<file path="src/rtl/bcd_seg_display_seq.sv">
// bcd_seg_display_seq: iterative double-dabble binary to multi-digit seven-segment driver.
// Revision 1.0 - initial release.
`default_nettype none

module bcd_seg_display_seq #(
  parameter int VALUE_W    = 20,
  parameter int NUM_DIGITS = 6,
  parameter bit BLANK_LZ   = 1'b1,
  parameter bit ACTIVE_LOW = 1'b1
) (
  input  logic                    clk,
  input  logic                    rst,
  input  logic                    load,
  input  logic [VALUE_W-1:0]      value,
  input  logic [NUM_DIGITS-1:0]   dp_mask,
  output logic                    busy,
  output logic                    done,
  output logic                    overflow,
  output logic [8*NUM_DIGITS-1:0] segs
);

  localparam int BCD_W = 4 * NUM_DIGITS;
  localparam int CNT_W = $clog2(VALUE_W + 1);
  localparam logic [8*NUM_DIGITS-1:0] UNLIT = ACTIVE_LOW ? {(8*NUM_DIGITS){1'b1}} : '0;

  typedef enum logic [1:0] {
    S_IDLE  = 2'd0,
    S_SHIFT = 2'd1,
    S_LATCH = 2'd2
  } state_t;

  state_t                  state;
  logic [BCD_W-1:0]        bcd;
  logic [BCD_W-1:0]        bcd_adj;
  logic [VALUE_W-1:0]      bin;
  logic [VALUE_W-1:0]      pend_value;
  logic [NUM_DIGITS-1:0]   dp;
  logic [NUM_DIGITS-1:0]   pend_dp;
  logic                    pend_valid;
  logic                    ovf_acc;
  logic [CNT_W-1:0]        cnt;
  logic [8*NUM_DIGITS-1:0] segs_next;
  logic                    lead_zero;
  logic [3:0]              nib;
  logic [7:0]              lit;

  function automatic logic [6:0] seg7(input logic [3:0] d);
    case (d)
      4'd0:    seg7 = 7'h3F;
      4'd1:    seg7 = 7'h06;
      4'd2:    seg7 = 7'h5B;
      4'd3:    seg7 = 7'h4F;
      4'd4:    seg7 = 7'h66;
      4'd5:    seg7 = 7'h6D;
      4'd6:    seg7 = 7'h7D;
      4'd7:    seg7 = 7'h07;
      4'd8:    seg7 = 7'h7F;
      4'd9:    seg7 = 7'h6F;
      default: seg7 = 7'h00;
    endcase
  endfunction

  assign busy = (state != S_IDLE) || pend_valid;

  always_comb begin
    bcd_adj = bcd;
    for (int i = 0; i < NUM_DIGITS; i++) begin
      if (bcd[4*i+:4] >= 4'd5) bcd_adj[4*i+:4] = bcd[4*i+:4] + 4'd3;
    end
  end

  // Walk from the top digit down so lead_zero means "this and all higher digits are zero".
  always_comb begin
    segs_next = UNLIT;
    lead_zero = 1'b1;
    nib       = 4'd0;
    lit       = 8'h00;
    for (int i = NUM_DIGITS - 1; i >= 0; i--) begin
      nib       = bcd[4*i+:4];
      lead_zero = lead_zero && (nib == 4'd0);
      if (ovf_acc)                             lit = 8'h40;
      else if (BLANK_LZ && (i != 0) && lead_zero) lit = 8'h00;
      else                                     lit = {1'b0, seg7(nib)};
      lit[7] = dp[i];
      segs_next[8*i+:8] = ACTIVE_LOW ? ~lit : lit;
    end
  end

  always_ff @(posedge clk) begin
    if (rst) begin
      state      <= S_IDLE;
      pend_valid <= 1'b0;
      pend_value <= '0;
      pend_dp    <= '0;
      done       <= 1'b0;
      overflow   <= 1'b0;
      segs       <= UNLIT;
      ovf_acc    <= 1'b0;
      bcd        <= '0;
      bin        <= '0;
      dp         <= '0;
      cnt        <= '0;
    end else begin
      done <= 1'b0;
      case (state)
        S_IDLE: begin
          if (load) begin
            bin     <= value;
            dp      <= dp_mask;
            bcd     <= '0;
            ovf_acc <= 1'b0;
            cnt     <= CNT_W'(VALUE_W);
            state   <= S_SHIFT;
          end
        end
        S_SHIFT: begin
          {bcd, bin} <= {bcd_adj[BCD_W-2:0], bin, 1'b0};
          ovf_acc    <= ovf_acc | bcd_adj[BCD_W-1];
          cnt        <= cnt - 1'b1;
          if (cnt == CNT_W'(1)) state <= S_LATCH;
          if (load) begin
            pend_value <= value;
            pend_dp    <= dp_mask;
            pend_valid <= 1'b1;
          end
        end
        S_LATCH: begin
          segs     <= segs_next;
          overflow <= ovf_acc;
          done     <= 1'b1;
          bcd      <= '0;
          ovf_acc  <= 1'b0;
          cnt      <= CNT_W'(VALUE_W);
          // A pending entry goes first; a load arriving now queues behind it.
          if (pend_valid) begin
            bin        <= pend_value;
            dp         <= pend_dp;
            state      <= S_SHIFT;
            pend_valid <= load;
            if (load) begin
              pend_value <= value;
              pend_dp    <= dp_mask;
            end
          end else if (load) begin
            bin   <= value;
            dp    <= dp_mask;
            state <= S_SHIFT;
          end else begin
            state <= S_IDLE;
          end
        end
        default: state <= S_IDLE;
      endcase
    end
  end

endmodule

`default_nettype wire
</file>
<file path="config.mk">
export PLATFORM = sky130hd
export DESIGN_NAME = bcd_seg_display_seq
export DESIGN_NICKNAME = d
export VERILOG_FILES = /design/src/rtl/bcd_seg_display_seq.sv
export SDC_FILE = /design/constraint.sdc
export NUM_CORES = 1
export LEC_CHECK = 0
export CAP_MARGIN = 20
export CORE_MARGIN = 3
export CORE_UTILIZATION = 60
export CTS_BUF_LIST = sky130_fd_sc_hd__clkbuf_4 sky130_fd_sc_hd__clkbuf_8
export DETAILED_ROUTE_END_ITERATION = 7
export MAX_ROUTING_LAYER = met4
export PLACE_DENSITY = 0.9
export SLEW_MARGIN = 20
export SYNTH_ARGS = -nofsm -noshare
export SYNTH_HDL_FRONTEND = slang
export SYNTH_SLANG_ARGS = --single-unit
</file>
<file path="constraint.sdc">
create_clock -name clk -period 3.65 [get_ports clk]
set_clock_uncertainty 0.15 [all_clocks]
set_input_delay 1.095 -clock clk [delete_from_list [all_inputs] [get_ports clk]]
set_output_delay 1.095 -clock clk [all_outputs]
set_load 0.02 [all_outputs]
</file>
# --- Word level (Yosys, flattened, before mapping) ---
# Memory sizes are Yosys's and may differ from the RTL's. A register that Yosys moved wholly into a read port is not among the register bits.
# Cells that the tools add are included.
word_totals:
  regBits: 135
  mem_bits_ro: 672
  inputBits: 29
  out_inout_bits: 51
  word_cells: 120
  n_memories: 6
classes:
  addsub: 7
  n_lt_le_gt_ge: 6
  eq_ne: 7
  mux: 56
  bitwise_logic: 7
  n_reduce_logical: 19
mem_list:
  columns: ["memory", "words", "width", "rd", "rd_ports_with_merged_regs", "wr", "line_no", "rtl"]
  rows:
  - ["(name not given)", 16, 7, 1, 1, 0, "48", "case (d)"]
  - ["(name not given)", 16, 7, 1, 1, 0, "48", null]
  - ["(name not given)", 16, 7, 1, 1, 0, "48", null]
  - ["(name not given)", 16, 7, 1, 1, 0, "48", null]
  - ["(name not given)", 16, 7, 1, 1, 0, "48", null]
  - ["(name not given)", 16, 7, 1, 1, 0, "48", null]
op_table:
  columns: ["operator", "count"]
  rows:
  - ["$mux W20", 4]
  - ["$mux W7", 11]
  - ["$mux W4", 18]
  - ["$pmux W24 S3", 1]
  - ["$pmux W20 S3", 1]
  - ["$not A8 Y8", 6]
  - ["$pmux W20 S2", 1]
  - ["$add A4 B2 Y4 const B", 6]
  - ["$ge A4 B3 Y1 const B", 6]
  - ["$mux W24", 1]
  - ["$mux W6", 4]
  - ["$pmux W6 S2", 2]
  - ["$logic_not A4 Y1", 5]
  - ["$pmux W5 S3", 1]
  - ["$ne A2 B2 Y1 const B", 4]
  - ["$reduce_and A2 Y1", 4]
  - ["$mux W1", 6]
  - ["$pmux W2 S3", 1]
  - ["$reduce_bool A2 Y1", 3]
  - ["$eq A5 B1 Y1 const B", 1]
  - ["$mux W5", 1]
  - ["$sub A5 B1 Y5 const B", 1]
  - ["$logic_and A1 B1 Y1", 4]
  - ["$mux W2", 2]
  - ["8 further kinds", 8]

# --- Logic depth before layout (Yosys ltp) ---
# Gate-level depths: netlist of run 1.
depth:
  depth_word: 8
  mapped_depth: 12
  depth_no_buf: 11

# --- Least setup slack after synthesis of run 1 ---
# No wires, ideal clock.
synth_path:
  path_type: "input -> register"
  startpoint: "in rst"
  endpoint: "reg (tool-made name)"
  setup_time_ns: 0.122
  arrival_time_ns: 3.218
  t_required_ns: 3.378
  setup_slack_ns: 0.160
  cell_stages: 9
  path_buffers: 4
  path_cell_list: "clkbuf_1 -> clkbuf_1 -> clkbuf_1 -> clkbuf_1 -> a21oi_1 -> ha_1 -> nor4_1 -> a2111oi_2 -> a311o_1"
synth_rtl:
  columns: ["item", "line_no", "rtl"]
  rows:
  - ["from (decl)", "12", "input logic rst,"]

==> impl_metrics.csv, run 1 <==
group,metric,value,unit
clocking,cts_buffers,17,
cells_and_area,syn_to_final_growth,17.3,%
setup_path,cp.required,3.87,ns
setup_path,cp_slowest_stage_delay,0.47,ns
sta,final.min_clock_period,3.38,ns
logic_synthesis,yosysSeqAreaShare,38.7,%
logic_synthesis,synth_top_area_share,38.7,%
floorplan,initial_core_util,62.2,%
sta,min_period_over_period,92.7,%
drt,wl,22700,um
sta,drv_slew,0,
sta,rsz0062_at_grt,"no",
logic_synthesis,post-synth-top-count-cell,"dfxtp_1",
setup_path,path_class,"primary input to flop",
sta,fin_ws,0.268,ns
global_route,gr-total-overflow,0,
hold_path,hold-path-cell-count,1,
drt,dr_total_vias,8561,
cells_and_area,drive_gt1_share,9.33,%
place,io_buffers,79,
setup_path,cpMaxStageDelayCell,"clkdlybuf4s50_1",
cells_and_area,seq_area,3540,um2
global_route,grt_pass1_wl,37600,um
flow_run,cap_violations,0,
logic_synthesis,ys.flop_type,"dfxtp_1",
drt,drtIter0Drc,776,
logic_synthesis,netlist_area,9150,um2
logic_synthesis,syn_area_per_cell,8.16,um2
hold_path,holdPathEnd,"segs[10]",
setup_path,path_buf_inv,3,
setup_path,ff2ff_setup_slack,0.58,ns
place,numPlacedInstances,1363,
sta,fmax,296,MHz
drt,ant_nets,0,
setup_path,crit_arrival,3.60,ns
cells_and_area,multi_input_area,5130,um2
global_route,antenna_found_initial,1,
global_route,grt_pass1_vias,7891,
power,p_leak,3.88,nW
setup_path,cp_max_fo,5,
cells_and_area,final_cells,1396,
setup_path,reg2reg_from,"state[0]",
setup_path,path_cells,"clkdlybuf4s50_1 -> nand2b_1 -> buf_4 -> nand3_1 -> o32ai_1 -> inv_1 -> ha_1 -> nor4_1 -> a2111oi_2 -> a311o_1",
sta,hold_violations,0,
setup_path,cpLargestDelayFamily,"compound AO/OA/AOI/OAI gates",
status,status,"finished clean",
drt,first_pass_iters,5,
clocking,cts_sinks,177,
sta,relSlewSlack,54.5,%
global_route,grt_usage,28.2,%
place,place_area,10300,um2
floorplan,die_x,129,um
logic_synthesis,synthArstFlopShare,0,%
clocking,cts_resized,0,
cells_and_area,fillerInstances,1018,
clocking,root_buffer,"clkbuf_8",
clocking,cts_buffer_depth,2,
cells_and_area,final_cell_area,10700,um2
power,p_per_area,392,nW/um2
setup_path,end_kind,"flop",
floorplan,die-area,16800,um2
floorplan,rows,44,
floorplan,die_y,129,um
clocking,postCtsHoldBufs,0,
logic_synthesis,yosys.area.top_type,"dfxtp_1",
drt,drcViolationCount,0,
sta,worst_pin_slew,0.683,ns
logic_synthesis,ys_top_cells_by_area,"dfxtp_1 (39%), ha_1 (8.1%), nand2_1 (6.1%)",
power,vdd_drop_max,0.000310,V
logic_synthesis,synthCells,1121,
logic_synthesis,ys_warn_count,0,
sta,setup-violations-final,0,
place,place_ws,-0.178,ns
clocking,cts_htree_levels,4,
setup_path,reg2regPathDepth,11,
power,power,4.20,mW
cells_and_area,fin_nets,1286,
logic_synthesis,syn_nets,1209,
hold_path,min-delay-path-class,"flop to flop",
logic_synthesis,synth_commonest_cells,"dfxtp_1 (177), nand2_1 (148), nor2_1 (119), a21oi_1 (75), clkbuf_1 (61)",
cells_and_area,post-route-util,73.0,%
clocking,cts_tree,"done",
drt,viasPerCell,6.13,
logic_synthesis,synth_seq_cells,177,
logic_synthesis,synth_edf_count,0,
logic_synthesis,synth_cell_type_count,66,
clocking,worstSkewPairLatency,0.48,ns
global_route,grt_max_degree,99,
clocking,cts_setup_buffers,0,
clocking,clk_pin_slew,0.09,ns
place,hpwl,15200,um
place,gp_congestion,0.931,
setup_path,critPathLaunchType,"primary input",
drt,wl_per_cell,16.2,um
floorplan,core,14700,um2
floorplan,ioPinCount,80,
kinds of logic (layout without fill, tap and decap cells):
logic type	after synthesis	count (layout)	share of synthesized area, %
xor gates and xnor gates	11	11	1.05
muxes	2	2	0.219
adders and majority gates	59	59	8.07
and+or+nand+nor	429	429	22.2
other	0	1	0
AOI/OAI and AO/OA	324	324	24.5
DFF	177	177	38.7
buffers and inverters	119	209	5.24
layout by cell type, fill, tap and decap left out, types with 7 or more instances in the layout:
cell	count
a211oi_1	26
a21oi_1	75
a32oi_1	20
and3_1	7
buf_4	61
clkbuf_8	18
clkdlybuf4s50_1	78
dfxtp_1	177
ha_1	57
inv_1	34
nand2_1	148
nand2b_1	35
nand3_1	8
nor2_1	119
nor2b_1	23
nor3_1	24
nor3b_1	10
nor4_1	17
o21a_1	28
o21ai_0	59
o21ai_1	7
o2bb2ai_1	18
o31ai_1	15
o32ai_1	11
or3_1	12
final cells by class:
type	count	area share (%)
antenna	1	0.0233
multi-input combinational	825	47.8
clock inverter	13	1.41
inverter	36	1.26
clock buffer	19	2.38
tap	184	2.15
timing repair buffer	141	11.9
sequential	177	33.0
power breakdown:
| group | internal, mW | total (mW) | switching, mW |
|---|---|---|---|
| clock network | 0.648 | 1.40 | 0.752 |
| logic | 0.290 | 0.732 | 0.442 |
| registers | 2.02 | 2.07 | 0.0528 |
| total | 2.96 | 4.20 | 1.25 |
stage by stage:
step	setup TNS (ns)	hold WS (ns)
after floorplan	0	0.233
final	0	0.261
after global routing	0	0.268
after global placement	-0.285	0.243
after detailed placement	-0.618	0.248
after CTS	0	0.261
metal layers:
metal	GRT usage [%]	vias up	wire length (um)
met4	10.9	0	673
met3	5.69	65	1490
li1	-	4133	-
met1	35.4	4014	9690
met5	-	-	0
met2	44.8	349	10800
worst max path at each step:
stage | slack, ns | to | cells past startpoint | startpoint
after CTS | 0.33 | flop | 10 | load
after global placement | -0.13 | flop | 10 | load
final | 0.27 | flop | 10 | load
after detailed placement | -0.18 | flop | 10 | load
after global routing | 0.09 | flop | 10 | load
after floorplan | 0.16 | flop | 9 | rst
worst register-to-register path: stages (launching register included):
cell and delay [ns]:
dfxtp_1 0.43, inv_1 0.09, ha_1 0.27, nand2b_1 0.14, buf_4 0.14, nand3_1 0.16
o32ai_1 0.41, inv_1 0.13, ha_1 0.26, nor4_1 0.35, a2111oi_2 0.09, a311o_1 0.34
No activity file was read; power rests on OpenSTA's default activity.
==> run 2: changes to the inputs <==
--- a/config.mk
+++ b/config.mk
@@ -8,3 +8,3 @@
 export CAP_MARGIN = 20
-export CORE_MARGIN = 3
+export CORE_MARGIN = 2
 export CORE_UTILIZATION = 60
--- a/constraint.sdc
+++ b/constraint.sdc
@@ -4,2 +4,2 @@
 set_output_delay 1.095 -clock clk [all_outputs]
-set_load 0.02 [all_outputs]
+set_load 0.01 [all_outputs]
==> impl_metrics.csv, run 2 (synthesis results as in run 1) <==
group,metric,value,unit
setup_path,path_cells,"clkdlybuf4s50_1 -> buf_4 -> nor2b_1 -> o21ai_0 -> o32ai_1 -> inv_1 -> ha_1 -> nor4_1 -> a2111oi_2 -> a311o_1",
floorplan,die_y,127,um
sta,hold_slack,0.242,ns
global_route,grt_max_degree,57,
floorplan,ioPinCount,80,
clocking,cts_htree_levels,4,
cells_and_area,syn_to_final_growth,18.1,%
drt,viasPerCell,6.10,
cells_and_area,final_common_cell,"dfxtp_1",
sta,worst_pin_slew,0.680,ns
sta,final.min_clock_period,3.40,ns
drt,dr_wl_met3,1350,um
drt,ant_nets,0,
sta,min_period_over_period,93.1,%
clocking,postCtsHoldBufs,0,
floorplan,core,15000,um2
power,p_per_area,400,nW/um2
hold_path,min-delay-path-class,"flop to flop",
setup_path,crit_arrival,3.60,ns
sta,final.setup.tns,0,ns
drt,top_layer_used,"met4",
drt,drcViolationCount,0,
setup_path,critPathLaunchType,"primary input",
global_route,grt_usage,28.5,%
place,gp_congestion,0.929,
sta,rsz0062_at_grt,"no",
setup_path,path_class,"primary input to flop",
floorplan,rows,45,
clocking,cts_sinks,177,
floorplan,die_x,127,um
setup_path,cp_max_fo,5,
drt,wl_met1,9730,um
cells_and_area,fillerInstances,1123,
cells_and_area,multi_input_area,5130,um2
power,p_leak,3.92,nW
setup_path,path_buf_inv,3,
setup_path,ff2ff_setup_slack,0.56,ns
power,power,4.32,mW
global_route,gr-total-overflow,0,
setup_path,reg2reg_from,"state[0]",
sta,setup-violations-final,0,
hold_path,holdPathEnd,"segs[13]",
sta,relSlewSlack,54.4,%
power,vdd_drop_max,0.000347,V
sta,drv_slew,0,
clocking,cts_buffers,17,
flow_run,cap_violations,0,
drt,drtIter0Drc,783,
global_route,antenna_found_initial,0,
status,status,"finished clean",
cells_and_area,final_cell_mix,"dfxtp_1 (177), nand2_1 (148), nor2_1 (119), clkdlybuf4s50_1 (78), a21oi_1 (75)",
clocking,cts_resized,0,
cells_and_area,antenna_cells,0,
drt,dr_total_vias,8576,
sta,hold_violations,0,
drt,wl_per_cell,16.0,um
setup_path,cpMaxStageDelayCell,"clkdlybuf4s50_1",
floorplan,die-area,16300,um2
sta,fin_ws,0.251,ns
clocking,root_buffer,"clkbuf_8",
drt,wl_met2,10800,um
setup_path,cp.required,3.85,ns
place,io_buffers,79,
place,place_ws,-0.152,ns
drt,wl,22500,um
global_route,grt_pass1_wl,37300,um
cells_and_area,seq_area,3540,um2
sta,fmax,294,MHz
global_route,grt_pass1_vias,7983,
place,hpwl,15200,um
cells_and_area,drive_gt1_share,9.78,%
hold_path,hold-path-cell-count,1,
cells_and_area,fin_nets,1292,
setup_path,cpLargestDelayFamily,"compound AO/OA/AOI/OAI gates",
clocking,clk_pin_slew,0.09,ns
setup_path,end_kind,"flop",
setup_path,reg2regPathDepth,9,
clocking,cts_buffer_depth,2,
floorplan,initial_core_util,60.9,%
clocking,worstSkewPairLatency,0.47,ns
clocking,cts_tree,"done",
drt,first_pass_iters,8,
setup_path,cp_slowest_stage_delay,0.42,ns
clocking,cts_setup_buffers,0,
## run 2: per-layer routing
layer	track usage, %	up-vias
li1	-	4135
met1	35.4	4077
met2	46.6	315
met3	5.07	49
met4	10.3	0
met5	-	-
## run 2: area by class of cell
| class | count | area share [%] |
|---|---|---|
| clock inverters | 11 | 1.62 |
| repair buffers | 147 | 12.0 |
| flip-flops and latches | 177 | 32.8 |
| well taps | 188 | 2.18 |
| inverters | 36 | 1.25 |
| clock buffers | 21 | 2.62 |
| multi-input cells | 825 | 47.5 |
## run 2: through the flow
stage / cells / cell area, um2 / utilization (%)
6_report: 1405 / 10800 / 71.9
5_1_grt: 1405 / 10800 / 71.9
4_1_cts: 1405 / 10800 / 71.9
3_5_place_dp: 1373 / 10300 / 68.8
3_3_place_gp: 1373 / 10300 / 68.8
2_1_floorplan: 1121 / 9150 / -
## run 2: worst max path at each step
stage          cells after the start  from    to
6_report                          10  load  flop
5_1_grt                           10  load  flop
4_1_cts                           10  load  flop
3_5_place_dp                      10  load  flop
3_3_place_gp                      10  load  flop
2_1_floorplan                      9   rst  flop
## run 2: power breakdown
group	switching [mW]	internal [mW]	total, mW
Clock	0.712	0.815	1.53
Sequential	0.0495	2.02	2.07
Combinational	0.424	0.295	0.719
Total	1.19	3.13	4.32
